--- src/rtl/pwm_multi_shadow_if.sv ---
// Configuration and status bundle for the multi-channel shadowed PWM.
// The controller drives the configuration side and the PWM block drives the outputs.
interface pwm_multi_shadow_if #(
    parameter int WIDTH    = 16,
    parameter int CHANNELS = 4
);
    logic                      enable;
    logic                      load;
    logic [WIDTH-1:0]          period;
    logic [CHANNELS*WIDTH-1:0] duty;
    logic [CHANNELS-1:0]       polarity;
    logic                      center_mode;
    logic [CHANNELS-1:0]       pwm_out;
    logic                      period_end;
    logic                      busy_pending;

    modport master (
        output enable, load, period, duty, polarity, center_mode,
        input  pwm_out, period_end, busy_pending
    );

    modport slave (
        input  enable, load, period, duty, polarity, center_mode,
        output pwm_out, period_end, busy_pending
    );
endinterface

--- src/rtl/pwm_multi_shadow.sv ---
// Multi-channel PWM with one shared up/up-down counter.
// Configuration is staged on load and only becomes active at a period boundary,
// so a running output never sees a truncated or glitched pulse.

// One PWM lane: compare the shared counter against this lane's duty.
module pwm_multi_shadow_chan #(
    parameter int WIDTH = 16
) (
    input  logic             clk,
    input  logic             rst_n,
    input  logic             run,
    input  logic [WIDTH-1:0] cnt,
    input  logic [WIDTH-1:0] duty,
    input  logic             pol,
    output logic             pwm_out
);
    // Registered compare; when idle the lane rests at its inactive (polarity) level.
    always_ff @(posedge clk) begin
        if (!rst_n) pwm_out <= 1'b0;
        else        pwm_out <= (run && (cnt < duty)) ^ pol;
    end
endmodule

module pwm_multi_shadow #(
    parameter int WIDTH    = 16,
    parameter int CHANNELS = 4
) (
    input  logic clk,
    input  logic rst_n,
    pwm_multi_shadow_if.slave bus
);
    typedef enum logic {DIR_UP = 1'b0, DIR_DOWN = 1'b1} dir_e;

    typedef struct packed {
        logic [WIDTH-1:0]                period;
        logic [CHANNELS-1:0][WIDTH-1:0]  duty;
        logic [CHANNELS-1:0]             pol;
        logic                            center;
    } cfg_t;

    cfg_t                act_q, act_n, stg_q, stg_n, cfg_in;
    logic                pend_q, pend_n;
    logic [WIDTH-1:0]    cnt, cnt_n, pm1;
    dir_e                dir_q, dir_n;
    logic                run, at_end, boundary, pe_q;
    logic [CHANNELS-1:0] pwm_q;

    assign cfg_in.period = bus.period;
    assign cfg_in.duty   = bus.duty;
    assign cfg_in.pol    = bus.polarity;
    assign cfg_in.center = bus.center_mode;

    // Counting only happens with a nonzero period; anything else is an idle boundary.
    assign run      = bus.enable && (act_q.period != '0);
    assign pm1      = act_q.period - WIDTH'(1);
    assign at_end   = run && (act_q.center ? (dir_q == DIR_DOWN && cnt == '0) : (cnt == pm1));
    assign boundary = !run || at_end;

    // Next-state: shadow register handover and counter/direction sequencing.
    always_comb begin
        act_n  = act_q;
        stg_n  = stg_q;
        pend_n = pend_q;
        cnt_n  = cnt;
        dir_n  = dir_q;

        // A load landing on a boundary is the newest value, so it wins over staging.
        if (bus.load) begin
            stg_n = cfg_in;
            if (boundary) begin
                act_n  = cfg_in;
                pend_n = 1'b0;
            end else begin
                pend_n = 1'b1;
            end
        end else if (boundary && pend_q) begin
            act_n  = stg_q;
            pend_n = 1'b0;
        end

        if (boundary) begin
            cnt_n = '0;
            dir_n = DIR_UP;
        end else if (!act_q.center) begin
            cnt_n = cnt + WIDTH'(1);
        end else if (dir_q == DIR_UP) begin
            // Top of the triangle: hold the count one extra cycle while turning around.
            if (cnt == pm1) dir_n = DIR_DOWN;
            else            cnt_n = cnt + WIDTH'(1);
        end else begin
            cnt_n = cnt - WIDTH'(1);
        end
    end

    // State registers; reset also discards anything staged.
    always_ff @(posedge clk) begin
        if (!rst_n) begin
            act_q  <= '0;
            stg_q  <= '0;
            pend_q <= 1'b0;
            cnt    <= '0;
            dir_q  <= DIR_UP;
            pe_q   <= 1'b0;
        end else begin
            act_q  <= act_n;
            stg_q  <= stg_n;
            pend_q <= pend_n;
            cnt    <= cnt_n;
            dir_q  <= dir_n;
            pe_q   <= at_end;
        end
    end

    for (genvar g = 0; g < CHANNELS; g++) begin : g_chan
        pwm_multi_shadow_chan #(.WIDTH(WIDTH)) u_chan (
            .clk     (clk),
            .rst_n   (rst_n),
            .run     (run),
            .cnt     (cnt),
            .duty    (act_q.duty[g]),
            .pol     (act_q.pol[g]),
            .pwm_out (pwm_q[g])
        );
    end

    assign bus.pwm_out      = pwm_q;
    assign bus.period_end   = pe_q;
    assign bus.busy_pending = pend_q;
endmodule

--- src/flat_wrapper.sv ---
// flat-port wrapper written by rule: the top's interface ports become plain ports
module pwm_multi_shadow_flat 
#(
    parameter int WIDTH    = 16,
    parameter int CHANNELS = 4
)
  (clk, rst_n, bus_enable, bus_load, bus_period, bus_duty, bus_polarity, bus_center_mode, bus_pwm_out, bus_period_end, bus_busy_pending);
  pwm_multi_shadow_if #(.WIDTH(WIDTH), .CHANNELS(CHANNELS)) bus_i ();
  input  logic clk;
  input  logic rst_n;
  input wire logic [$bits(bus_i.enable)-1:0] bus_enable;
  input wire logic [$bits(bus_i.load)-1:0] bus_load;
  input wire logic [$bits(bus_i.period)-1:0] bus_period;
  input wire logic [$bits(bus_i.duty)-1:0] bus_duty;
  input wire logic [$bits(bus_i.polarity)-1:0] bus_polarity;
  input wire logic [$bits(bus_i.center_mode)-1:0] bus_center_mode;
  output wire logic [$bits(bus_i.pwm_out)-1:0] bus_pwm_out;
  output wire logic [$bits(bus_i.period_end)-1:0] bus_period_end;
  output wire logic [$bits(bus_i.busy_pending)-1:0] bus_busy_pending;
  assign bus_i.enable = bus_enable;
  assign bus_i.load = bus_load;
  assign bus_i.period = bus_period;
  assign bus_i.duty = bus_duty;
  assign bus_i.polarity = bus_polarity;
  assign bus_i.center_mode = bus_center_mode;
  assign bus_pwm_out = bus_i.pwm_out;
  assign bus_period_end = bus_i.period_end;
  assign bus_busy_pending = bus_i.busy_pending;
  pwm_multi_shadow #(.WIDTH(WIDTH), .CHANNELS(CHANNELS)) u_core (.clk(clk), .rst_n(rst_n), .bus(bus_i));
endmodule
--- config.mk ---
export PLATFORM = sky130hd
export DESIGN_NAME = pwm_multi_shadow_flat
export DESIGN_NICKNAME = d
export VERILOG_FILES = /design/src/rtl/pwm_multi_shadow_if.sv /design/src/rtl/pwm_multi_shadow.sv /design/src/flat_wrapper.sv
export SDC_FILE = /design/constraint.sdc
export NUM_CORES = 1
export LEC_CHECK = 0
export CAP_MARGIN = 20
export CORE_MARGIN = 2
export CORE_UTILIZATION = 52
export CTS_CLUSTER_SIZE = 16
export DETAILED_ROUTE_END_ITERATION = 10
export GPL_TIMING_DRIVEN = 0
export HOLD_SLACK_MARGIN = 0.05
export PLACE_DENSITY = 0.76
export SLEW_MARGIN = 0
export SYNTH_ARGS = -nofsm -noshare
export SYNTH_HDL_FRONTEND = slang
export SYNTH_SLANG_ARGS = --single-unit
--- constraint.sdc ---
create_clock -name clk -period 2.76 [get_ports clk]
set_input_delay 0.552 -clock clk [delete_from_list [all_inputs] [get_ports clk]]
set_output_delay 0.552 -clock clk [all_outputs]
set_load 0.02 [all_outputs]
==> results of run 1 <==
[worst min-delay path by stage]
| stage | from | to | slack, ns | cells past startpoint |
|---|---|---|---|---|
| detailed placement | u_core.stg_q[72] | u_core.stg_q[72] | 0.52 | 2 |
| global route | u_core.stg_q[64] | u_core.stg_q[64] | 0.55 | 2 |
| global placement | u_core.stg_q[44] | u_core.stg_q[44] | 0.51 | 2 |
| finish | u_core.stg_q[9] | u_core.stg_q[9] | 0.53 | 2 |
| CTS | u_core.stg_q[72] | u_core.stg_q[72] | 0.53 | 2 |
| floorplan | u_core.stg_q[0] | u_core.stg_q[0] | 0.49 | 2 |
[what timing repair did]
| item | 4_1_cts | 5_1_grt |
|---|---|---|
| resized for setup | 58 | 34 |
| gates cloned | 3 | 1 |
| buffers inserted | 27 | 7 |
| setup endpoints to repair | 104 | 104 |
| pin swaps | 8 | 17 |
[stage by stage]
stage / util / area (µm²)
after floorplan: - / 10120
after global placement: 0.6044 / 11380
after detailed placement: 0.6048 / 11390
after CTS: 0.6597 / 12420
after global routing: 0.6647 / 12520
final: 0.6647 / 12520
[area by class of cell]
cell class,instances,area share
Clock buffer,19,0.03619
Timing Repair Buffer,122,0.09727
Sequential cell,193,0.3109
Clock inverter,13,0.01180
Tap cell,260,0.02599
Buffer,50,0.02789
Multi-Input combinational cell,689,0.4687
Inverter,71,0.02129
[cell usage after synthesis, types with 2 or more instances]
cell type / count / area share
and2_1: 89 / 0.055
buf_1: 10 / 0.0037
dfxtp_1: 193 / 0.38
a21oi_1: 31 / 0.015
clkbuf_1: 28 / 0.010
nand3b_1: 2 / 0.0015
xnor2_1: 8 / 0.0070
a21boi_0: 2 / 0.0015
nor2_1: 30 / 0.011
buf_6: 6 / 0.0067
buf_4: 4 / 0.0030
ha_1: 64 / 0.080
mux2i_1: 87 / 0.086
nor3_1: 16 / 0.0080
xor2_1: 22 / 0.019
a311o_1: 2 / 0.0020
nor3b_1: 2 / 0.0015
or4_1: 2 / 0.0015
a21o_1: 24 / 0.018
o211ai_1: 6 / 0.0045
and3_1: 5 / 0.0031
nor4b_1: 3 / 0.0026
or2_2: 4 / 0.0025
a32oi_1: 2 / 0.0017
nand2b_1: 6 / 0.0037
nand4_1: 15 / 0.0093
and4_1: 2 / 0.0017
inv_1: 71 / 0.026
a22oi_1: 2 / 0.0015
a211oi_1: 2 / 0.0015
mux2_2: 36 / 0.040
nor4_1: 5 / 0.0031
o2111ai_1: 2 / 0.0017
nor2b_1: 88 / 0.055
or3_1: 8 / 0.0050
buf_2: 6 / 0.0030
o22ai_1: 3 / 0.0019
a311oi_1: 4 / 0.0035
nand3_1: 11 / 0.0055
o21ai_0: 18 / 0.0089
nand2_1: 18 / 0.0067
mux2_4: 50 / 0.075
o31ai_1: 3 / 0.0022
[power groups by stage]
stage | Sequential [µW] | Clock, µW | Combinational (µW)
2_1_floorplan | 3120 | 0 | 1030
4_1_cts | 3090 | 2580 | 1560
6_report | 3100 | 2550 | 1620
5_1_grt | 3110 | 2690 | 1760
3_3_place_gp | 3150 | 0 | 1370
3_5_place_dp | 3160 | 0 | 1400
[metal layers]
metal	part of all wire	track usage	vias to the layer above	routed length [µm]
met1	0.45	0.3070	3527	10590
met2	0.47	0.3830	209	11040
li1	-	-	3734	-
met5	0	0	-	0
met3	0.050	0.03521	43	1173
met4	0.024	0.08807	0	561
[flip-flops by register name (all words and copies together), names as in the netlist]
register	count
u_core.act_q	85
u_core.cnt	16
u_core.dir_q	1
u_core.bus.busy_pending	1
u_core.bus.period_end	1
u_core.stg_q	85
u_core.g_chan.u_chan.pwm_out	4
[cells by family (layout without fill, tap and decap cells)]
group / after synthesis / count (layout) / share of synthesized area
multiplexers: 173 / 173 / 0.2013
XOR/XNOR: 30 / 30 / 0.02610
buffers and inverters: 125 / 275 / 0.05331
AO/OA/AOI/OAI: 110 / 110 / 0.07257
adder cells (fa/ha/maj): 64 / 64 / 0.07953
AND/OR/NAND/NOR: 312 / 312 / 0.1834
flip-flops: 193 / 193 / 0.3837
[worst max-delay path, cell delays in order, from the launching register on]
cell and delay, ns:
dfxtp_4 0.34, or3_1 0.38, buf_6 0.14, buf_4 0.13
nor4b_2 0.21, o211ai_1 0.16, a21boi_0 0.26, nand4_1 0.21
o31ai_2 0.28, o22ai_2 0.15, buf_6 0.23, buf_12 0.16
mux2_4 0.30
[layout by cell type (no fill, tap or decap), types with 5 or more instances in the layout]
master and n:
nand2b_1 6, and3_1 5, inv_6 6, and2_1 89, buf_1 9, o21ai_2 5, mux2_4 53, clkbuf_16 18
o211ai_1 6, mux2_2 33, nand3_1 11, nor2_1 30, a21oi_1 30, nor4_1 5, nand4_1 15, clkdlybuf4s50_1 93
buf_12 6, xnor2_1 8, xor2_1 22, a21o_1 24, dfxtp_1 179, inv_1 71, dfxtp_2 10, mux2i_1 87
or3_1 7, nor3_1 11, ha_1 63, o21ai_0 9, buf_6 8, nor2b_1 88, buf_4 24, nand2_1 17
clkbuf_1 22
==> reports/results.tsv, run 1 <==
stage	metric	value	unit
timing	slew-limit-headroom	0.4439	
global_route	grt_pass1_vias	7305	
final_layout	multi_input_area	5866	µm²
final_layout	final_nets	1297	
yosys	syn_nets	1160	
timing	hold_viol	0	
power_and_ir_drop	p_seq_frac	0.426	
timing	rsz0062_at_grt	true	
placement	hpwl	15990	µm
routing	drtPass1Iterations	5	
global_route	globalRouteTotalUtil	0.2322	
timing	finalCriticalPeriod	3.074	ns
outcome	violations	setup timing	
worst_setup_path	critical_path.startpoint_type	flip-flop	
timing	setup_viol	102	
timing	setup_slack	-0.3138	ns
timing	worst_pin_slew	0.8341	ns
placement	gp_congestion	0.9345	
global_route	grt_pass1_wl	37050	µm
yosys	synth_flop_cell	dfxtp_1	
floorplanning	die_y	143.2	µm
final_layout	syn2layout_area_growth	24.31	%
worst_setup_path	arrival	3.40	ns
routing	drtIter0Drc	490	
cts	clock_latency	0.44	ns
yosys	syn_inst	1007	
routing	wl_per_cell	16.48	µm
floorplanning	die_x	143.2	µm
worst_setup_path	cp_max_fo	10	
routing	drc	0	
power_and_ir_drop	power.density	580.3	nW/µm²
cts	cts-buffers-inserted	17	
cts	cts_root_buffer	clkbuf_16	
worst_setup_path	crit_end	u_core.act_q[37]	
worst_setup_path	worstPathRequired	3.08	ns
yosys	yosysWarnings	0	
cts	cts_tree	built	
power_and_ir_drop	power.leakage	0.005467	µW
timing	setup_tns	-25.13	ns
worst_setup_path	rrSetupSlack	-0.31	ns
power_and_ir_drop	switchingPower	1976	µW
final_layout	fin_cells	1417	
worst_setup_path	worstReg2RegStart	u_core.act_q[72]	
flow_run	cap_violations	0	
worst_setup_path	r2r_end	u_core.act_q[37]	
floorplanning	start_util	0.5347	
routing	wirelength	23360	µm
final_layout	register_area	3891	µm²
global_route	grt_start_max_net_pins	18	
yosys	netlist_area	10070	µm²
power_and_ir_drop	p_clk_frac	0.350	
cts	cts_hold_buf	0	
yosys	synth_edf_count	0	
timing	fmax	325.3	MHz
yosys	syn_avg_cell_area	9.998	µm²
floorplanning	rows	50	
global_route	grt-ovfl-total	0	
power_and_ir_drop	power_frac_comb	0.223	
placement	preCtsSetupSlack	-0.6387	ns
placement	post-place-cells	1360	
worst_setup_path	crit_start	u_core.act_q[72]	
routing	detail-route-antenna-nets	0	
routing	vias	7513	
final_layout	antenna_cells	0	
final_layout	drive_gt1_frac	0.1841	
timing	skew	0.009431	ns
worst_setup_path	end_kind	flip-flop	
final_layout	n_fill_cell	1496	
cts	clk_pin_slew_worst_paths	0.07	ns
timing	holdWs	0.5255	ns
floorplanning	io_pins	95	
timing	finalCritPeriodShare	1.114	
power_and_ir_drop	ir_drop	0.0004641	V
worst_setup_path	crit_type	reg2reg	
timing	drv_slew	0	
global_route	antenna_found_initial	0	
cts	cts_num_sinks	193	
yosys	yosysUniqueCellTypes	58	
power_and_ir_drop	swShare	0.2721	
worst_setup_path	rr_worst_depth	12	
yosys	ys_seq_area_frac	0.3837	
placement	io_buffer_count	93	
outcome	status	complete, but fails checks	
power_and_ir_drop	intPower	5287	µW
yosys	ys_async_sr_fraction	0	
yosys	ys_seq_elements	193	
cts	cts_max_path_buffers	2	
floorplanning	core	18830	µm²
floorplanning	die_area	20490	µm²
power_and_ir_drop	finalPower	7262	µW
routing	vias_per_cell	5.302	
cts	htree_num_levels	4	
worst_hold_path	hold_class	reg2reg	
Note: power is estimated with default switching activity, not from simulation.
==> run 2: changes to the inputs <==
- CELL_PAD_IN_SITES_DETAIL_PLACEMENT: unset -> 0
- CELL_PAD_IN_SITES_GLOBAL_PLACEMENT: unset -> 2
- CORE_UTILIZATION: 52 -> 34
- PLACE_DENSITY: 0.76 -> unset
- PLACE_DENSITY_LB_ADDON: unset -> 0.1
==> reports/results.tsv, run 2 (synthesis results as in run 1) <==
stage	metric	value	unit	change
outcome	status	complete, but fails checks		
outcome	violations	setup timing		
timing	slew-limit-headroom	0.3023		-0.1417
routing	wirelength	26230	µm	+12%
final_layout	drive_gt1_frac	0.2038		+0.01967
worst_setup_path	arrival	3.25	ns	-0.15 ns
floorplanning	core	29400	µm²	+56%
worst_setup_path	worstPathRequired	3.09	ns	about the same
timing	setup_tns	-8.566	ns	+16.57 ns
final_layout	fin_area	12990	µm²	+3.8%
final_layout	final_common_cell	dfxtp_1		
worst_hold_path	min_path_cells	2		unchanged
worst_setup_path	worstPathCellList	or3_4 -> buf_6 -> and4bb_2 -> mux2i_1 -> o211ai_1 -> buf_4 -> nand2_4 -> o31ai_4 -> o22ai_4 -> buf_6 -> buf_16 -> buf_6 -> mux2_4		
worst_hold_path	holdPathEnd	u_core.stg_q[74]		
final_layout	syn2layout_area_growth	29.00	%	
routing	drc	0		unchanged
worst_setup_path	max_stage_delay	0.38	ns	about the same
timing	rsz0062_at_grt	true		
timing	skew	0.02110	ns	+0.01167 ns
floorplanning	start_util	0.3424		-0.1922
routing	vias	7330		-2.4%
timing	fmax	342.2	MHz	+5.2%
timing	drv_slew	0		unchanged
worst_hold_path	hold_class	reg2reg		
final_layout	fin_util	0.4418		-0.2229
cts	cts-buffers-inserted	17		unchanged
power_and_ir_drop	power.leakage	0.005599	µW	+2.4%
worst_setup_path	cp_max_fo	8		-2
placement	preCtsSetupSlack	-0.8364	ns	-0.1977 ns
timing	setup_slack	-0.1624	ns	+0.1514 ns
placement	placed_area	11550	µm²	+1.4%
cts	cts_tree	built		
worst_setup_path	cp_slowest_cell	dfxtp_4		
global_route	globalRouteTotalUtil	0.1710		-0.06112
final_layout	final_nets	1308		+0.85%
worst_setup_path	cpMostUsedCell	buf_6		
final_layout	layout_common_cells	dfxtp_1 (173), clkdlybuf4s50_1 (93), and2_1 (89), nor2b_1 (88), mux2i_1 (87)		
global_route	grt_pass1_vias	7332		+0.37%
cts	cts_max_path_buffers	2		unchanged
timing	hold_viol	0		unchanged
worst_setup_path	end_kind	flip-flop		
final_layout	register_area	3914	µm²	+0.58%
global_route	antenna_found_initial	1		+1
cts	cts_hold_buf	0		unchanged
floorplanning	rows	63		+26%
worst_setup_path	critical_path.startpoint_type	flip-flop		
worst_setup_path	worstReg2RegStart	u_core.act_q[71]		
placement	gp_congestion	0.8012		-14%
cts	cts_num_sinks	193		unchanged
flow_run	cap_violations	0		unchanged
cts	cts_root_buffer	clkbuf_16		
floorplanning	die_x	176.1	µm	+23%
floorplanning	io_pins	95		unchanged
final_layout	n_fill_cell	2859		+91%
floorplanning	die_area	31010	µm²	+51%
cts	clk_pin_slew_worst_paths	0.07	ns	about the same
power_and_ir_drop	ir_drop	0.0003013	V	-35%
power_and_ir_drop	power.density	567.5	nW/µm²	-2.2%
timing	finalCriticalPeriod	2.922	ns	-0.1514 ns
placement	hpwl	17790	µm	+11%
routing	detail-route-antenna-nets	0		unchanged
global_route	grt_pass1_wl	40730	µm	+9.9%
worst_setup_path	r2r_end	u_core.act_q[68]		
final_layout	reg.largest.list	u_core.act_q (85), u_core.stg_q (85), u_core.cnt (16)		
worst_setup_path	rrSetupSlack	-0.16	ns	+0.15 ns
routing	vias_per_cell	4.705		-11%
final_layout	antenna_cells	0		unchanged
cts	clock_latency	0.45	ns	about the same
routing	wl_per_cell	16.83	µm	+2.1%
worst_setup_path	crit_type	reg2reg		
worst_setup_path	rr_worst_depth	13		+1
cts	htree_num_levels	4		unchanged
floorplanning	die_y	176.1	µm	+23%
placement	io_buffer_count	93		unchanged
timing	worst_pin_slew	1.047	ns	+0.2125 ns
final_layout	multi_input_area	5958	µm²	+1.6%
timing	setup_viol	91		-11%
routing	drtIter0Drc	254		-48%
global_route	grt-ovfl-total	0		unchanged
global_route	grt_start_max_net_pins	19		+1
timing	finalCritPeriodShare	1.059		-0.05486
routing	drtPass1Iterations	4		-1
worst_hold_path	hp-start	u_core.stg_q[74]		
[run 2: cell count changes in the layout (fill, tap and decap cells not counted), sizes merged]
cell	delta
clkinv	+3
inv	-2
clkbuf	-2
bufinv	-1
buf	+13
[run 2: critical path: cells and delay by family, from the launching register on]
family	cells	cell delay, ns
AO/OA/AOI/OAI	3	0.59
flip-flops	1	0.38
buffers and inverters	5	0.71
AND/OR/NAND/NOR	3	0.75
multiplexers	2	0.37
[run 2: report_power, final]
| part | switching, µW | internal, µW |
|---|---|---|
| Combinational | 756 | 988 |
| Clock | 1230 | 1310 |
| Sequential | 116 | 2980 |
| Total | 2100 | 5270 |
[run 2: worst max-delay path by stage]
stage	start	to	slack, ns	cells past startpoint
3_5_place_dp	u_core.cnt[6]	u_core.act_q[34]	-0.84	11
3_3_place_gp	u_core.act_q[72]	u_core.act_q[31]	-1.20	7
5_1_grt	u_core.act_q[75]	u_core.act_q[68]	-0.25	11
4_1_cts	u_core.act_q[72]	u_core.act_q[68]	-0.26	11
2_1_floorplan	u_core.act_q[72]	u_core.act_q[18]	0.01	11
6_report	u_core.act_q[71]	u_core.act_q[68]	-0.16	13
[run 2: final cells by class]
class	instances	area share
buffer	48	0.02707
multi-input combinational	689	0.4587
sequential	193	0.3013
tap	390	0.03757
clock inverter	13	0.01108
timing repair buffer	135	0.1096
inverter	71	0.02052
clock buffer	19	0.03410
[run 2: layer usage]
metal  part of all wire  routed length, µm  up-vias  global-route usage
met3              0.038                990        9             0.02627
met4             0.0056                148        0             0.03788
met1               0.48              12560     3443              0.2280
met5                  0                  0        -                   0
met2               0.48              12530      121              0.2918
li1                   -                  -     3757                   -
[run 2: stage by stage]
stage | hold slack [ns] | cells | power, µW
CTS | 0.5299 | 1539 | 7362
detailed placement | 0.5187 | 1490 | 4593
global route | 0.5473 | 1558 | 7729
global placement | 0.5123 | 1490 | 4586
floorplan | 0.4918 | 1007 | 4146
finish | 0.5221 | 1558 | 7371
[run 2: timing repair]
item	in CTS	in global routing
resized for setup	69	53
pin swaps	12	24
gates cloned	5	2
setup endpoints to repair	106	104
buffers inserted	16	19
==> run 3: changes to the inputs <==
- CORE_MARGIN: 2 -> unset
==> reports/results.tsv, run 3 (synthesis results as in run 1) <==
stage	metric	value	unit	change
final_layout	final_nets	1308		unchanged
global_route	globalRouteTotalUtil	0.1703		-0.0007630
placement	preCtsSetupSlack	-0.7688	ns	+0.06756 ns
worst_setup_path	cp_max_fo	10		+2
global_route	grt_pass1_wl	39650	µm	-2.6%
global_route	grt_pass1_vias	7187		-2.0%
timing	finalCriticalPeriod	3.027	ns	+0.1047 ns
floorplanning	rows	62		-1.6%
final_layout	final_common_cell	dfxtp_1		
power_and_ir_drop	switchingPower	2066	µW	-1.7%
power_and_ir_drop	power.density	564.4	nW/µm²	-0.55%
placement	io_buffer_count	93		unchanged
timing	finalCritPeriodShare	1.097		+0.03794
timing	fmax	330.4	MHz	-3.5%
timing	worst_pin_slew	0.9399	ns	-0.1067 ns
cts	cts_num_sinks	193		unchanged
final_layout	reg.largest.list	u_core.act_q (85), u_core.stg_q (85), u_core.cnt (16)		
global_route	use_met3	0.02559		-0.0006799
final_layout	n_fill_cell	2806		-1.9%
placement	gp_congestion	0.7957		-0.69%
floorplanning	die_x	174.1	µm	-1.1%
routing	vias_per_cell	4.750		+0.96%
floorplanning	die_y	174.1	µm	-1.1%
cts	cts-buffers-inserted	17		unchanged
global_route	use_met2	0.2752		-0.01666
outcome	status	complete, but fails checks		
worst_setup_path	end_kind	flip-flop		
final_layout	layout_common_cells	dfxtp_1 (173), clkdlybuf4s50_1 (93), and2_1 (89), nor2b_1 (88), mux2i_1 (87)		
worst_hold_path	min_path_cells	2		unchanged
cts	cts_tree	built		
routing	vias	7367		+0.50%
worst_setup_path	critical_path.startpoint_type	flip-flop		
worst_setup_path	arrival	3.35	ns	+0.10 ns
worst_setup_path	crit_type	reg2reg		
power_and_ir_drop	swShare	0.2844		-0.0008290
final_layout	antenna_cells	0		unchanged
cts	cts_root_buffer	clkbuf_16		
timing	hold_viol	0		unchanged
worst_setup_path	worstReg2RegStart	u_core.act_q[78]		
power_and_ir_drop	ir_drop	0.0003236	V	+7.4%
routing	drc	0		unchanged
cts	htree_num_levels	4		unchanged
floorplanning	io_pins	95		unchanged
timing	drv_slew	0		unchanged
final_layout	syn2layout_area_growth	27.86	%	
outcome	violations	setup timing		
worst_setup_path	r2r_end	u_core.act_q[49]		
global_route	grt-ovfl-total	0		unchanged
timing	setup_tns	-20.21	ns	-11.65 ns
floorplanning	start_util	0.3480		+0.005523
timing	slew-limit-headroom	0.3734		+0.07114
worst_hold_path	holdPathEnd	u_core.stg_q[52]		
flow_run	cap_violations	0		unchanged
power_and_ir_drop	p_seq_frac	0.425		+0.006
worst_setup_path	worstPathRequired	3.08	ns	about the same
worst_hold_path	hp-start	u_core.stg_q[52]		
timing	rsz0062_at_grt	true		
placement	hpwl	17660	µm	-0.71%
routing	wl_per_cell	16.63	µm	-1.2%
power_and_ir_drop	intPower	5199	µW	-1.3%
global_route	grt_start_max_net_pins	19		unchanged
routing	detail-route-antenna-nets	0		unchanged
worst_setup_path	rrSetupSlack	-0.27	ns	-0.10 ns
global_route	use_met1	0.2322		+0.004270
routing	wirelength	25800	µm	-1.6%
timing	setup_slack	-0.2671	ns	-0.1047 ns
routing	drtPass1Iterations	4		unchanged
global_route	busiest_layer	met2		
cts	clock_latency	0.44	ns	about the same
power_and_ir_drop	power_frac_comb	0.227		-0.010
cts	cts_max_path_buffers	2		unchanged
worst_setup_path	rr_worst_depth	11		-2
floorplanning	die_area	30310	µm²	-2.3%
global_route	antenna_found_initial	1		unchanged
power_and_ir_drop	p_clk_frac	0.348		+0.004
floorplanning	core	28940	µm²	-1.6%
power_and_ir_drop	power.leakage	0.005537	µW	-1.1%
cts	clk_pin_slew_worst_paths	0.08	ns	about the same
routing	drtIter0Drc	246		-3.1%
power_and_ir_drop	finalPower	7265	µW	-1.4%
worst_hold_path	hold_class	reg2reg		
timing	skew	0.01220	ns	-0.008902 ns
timing	setup_viol	87		-4.4%
final_layout	drive_gt1_frac	0.2082		+0.004459
## run 3: worst max path at each step
stage / from / to / slack [ns] / depth (start not counted)
detailed placement: u_core.cnt[6] / u_core.act_q[39] / -0.77 / 11
global placement: u_core.act_q[72] / u_core.act_q[66] / -1.28 / 7
global route: u_core.act_q[73] / u_core.act_q[33] / -0.37 / 10
finish: u_core.act_q[78] / u_core.act_q[49] / -0.27 / 11
floorplan: u_core.act_q[72] / u_core.act_q[18] / 0.01 / 11
CTS: u_core.act_q[73] / u_core.act_q[50] / -0.32 / 11
## run 3: critical path, cell delays in order, from the launching register on
cell	delay, ns
dfxtp_2	0.37
nor4_4	0.36
buf_4	0.19
and4bb_2	0.27
mux2i_1	0.09
o211ai_1	0.32
nand2_1	0.19
o31ai_4	0.30
o22ai_4	0.16
buf_12	0.20
buf_8	0.15
mux2_4	0.29
## run 3: power by group through the flow
stage	registers, µW	clock network (µW)	logic (µW)
2_1_floorplan	3120	0	1030
3_3_place_gp	3160	0	1430
3_5_place_dp	3160	0	1440
4_1_cts	3090	2620	1520
5_1_grt	3110	2710	1810
6_report	3090	2530	1650
## run 3: cell type report
cell class | instances | area (µm²) | area share
multi-input cells | 689 | 5926 | 0.4603
plain buffers | 49 | 340.3 | 0.02644
clock inverters | 13 | 147.6 | 0.01147
inverters | 71 | 266.5 | 0.02070
well taps | 384 | 480.5 | 0.03732
clock buffers | 18 | 439.2 | 0.03411
flip-flops and latches | 193 | 3909 | 0.3036
repair buffers | 134 | 1365 | 0.1060
## run 3: layer usage
| layer | vias to the layer above | share of wire |
|---|---|---|
| met2 | 121 | 0.46 |
| met5 | - | 0 |
| li1 | 3757 | - |
| met1 | 3465 | 0.49 |
| met4 | 0 | 0.016 |
| met3 | 24 | 0.031 |
## run 3: metrics by stage
stage | std cells | cell area (µm²) | hold WS, ns | util
after floorplan | 1007 | 10120 | 0.4918 | -
after global placement | 1484 | 11540 | 0.5096 | 0.3987
after detailed placement | 1485 | 11550 | 0.5179 | 0.3992
after CTS | 1524 | 12300 | 0.5292 | 0.4251
after global routing | 1551 | 12870 | 0.5479 | 0.4449
final | 1551 | 12870 | 0.5227 | 0.4449
## run 3: what timing repair did
action	CTS	global route
buffers inserted	11	23
gates resized for setup	35	82
hold buffers	0	0
endpoints found under the setup margin	105	105
cloned	0	6
pin swaps	6	21
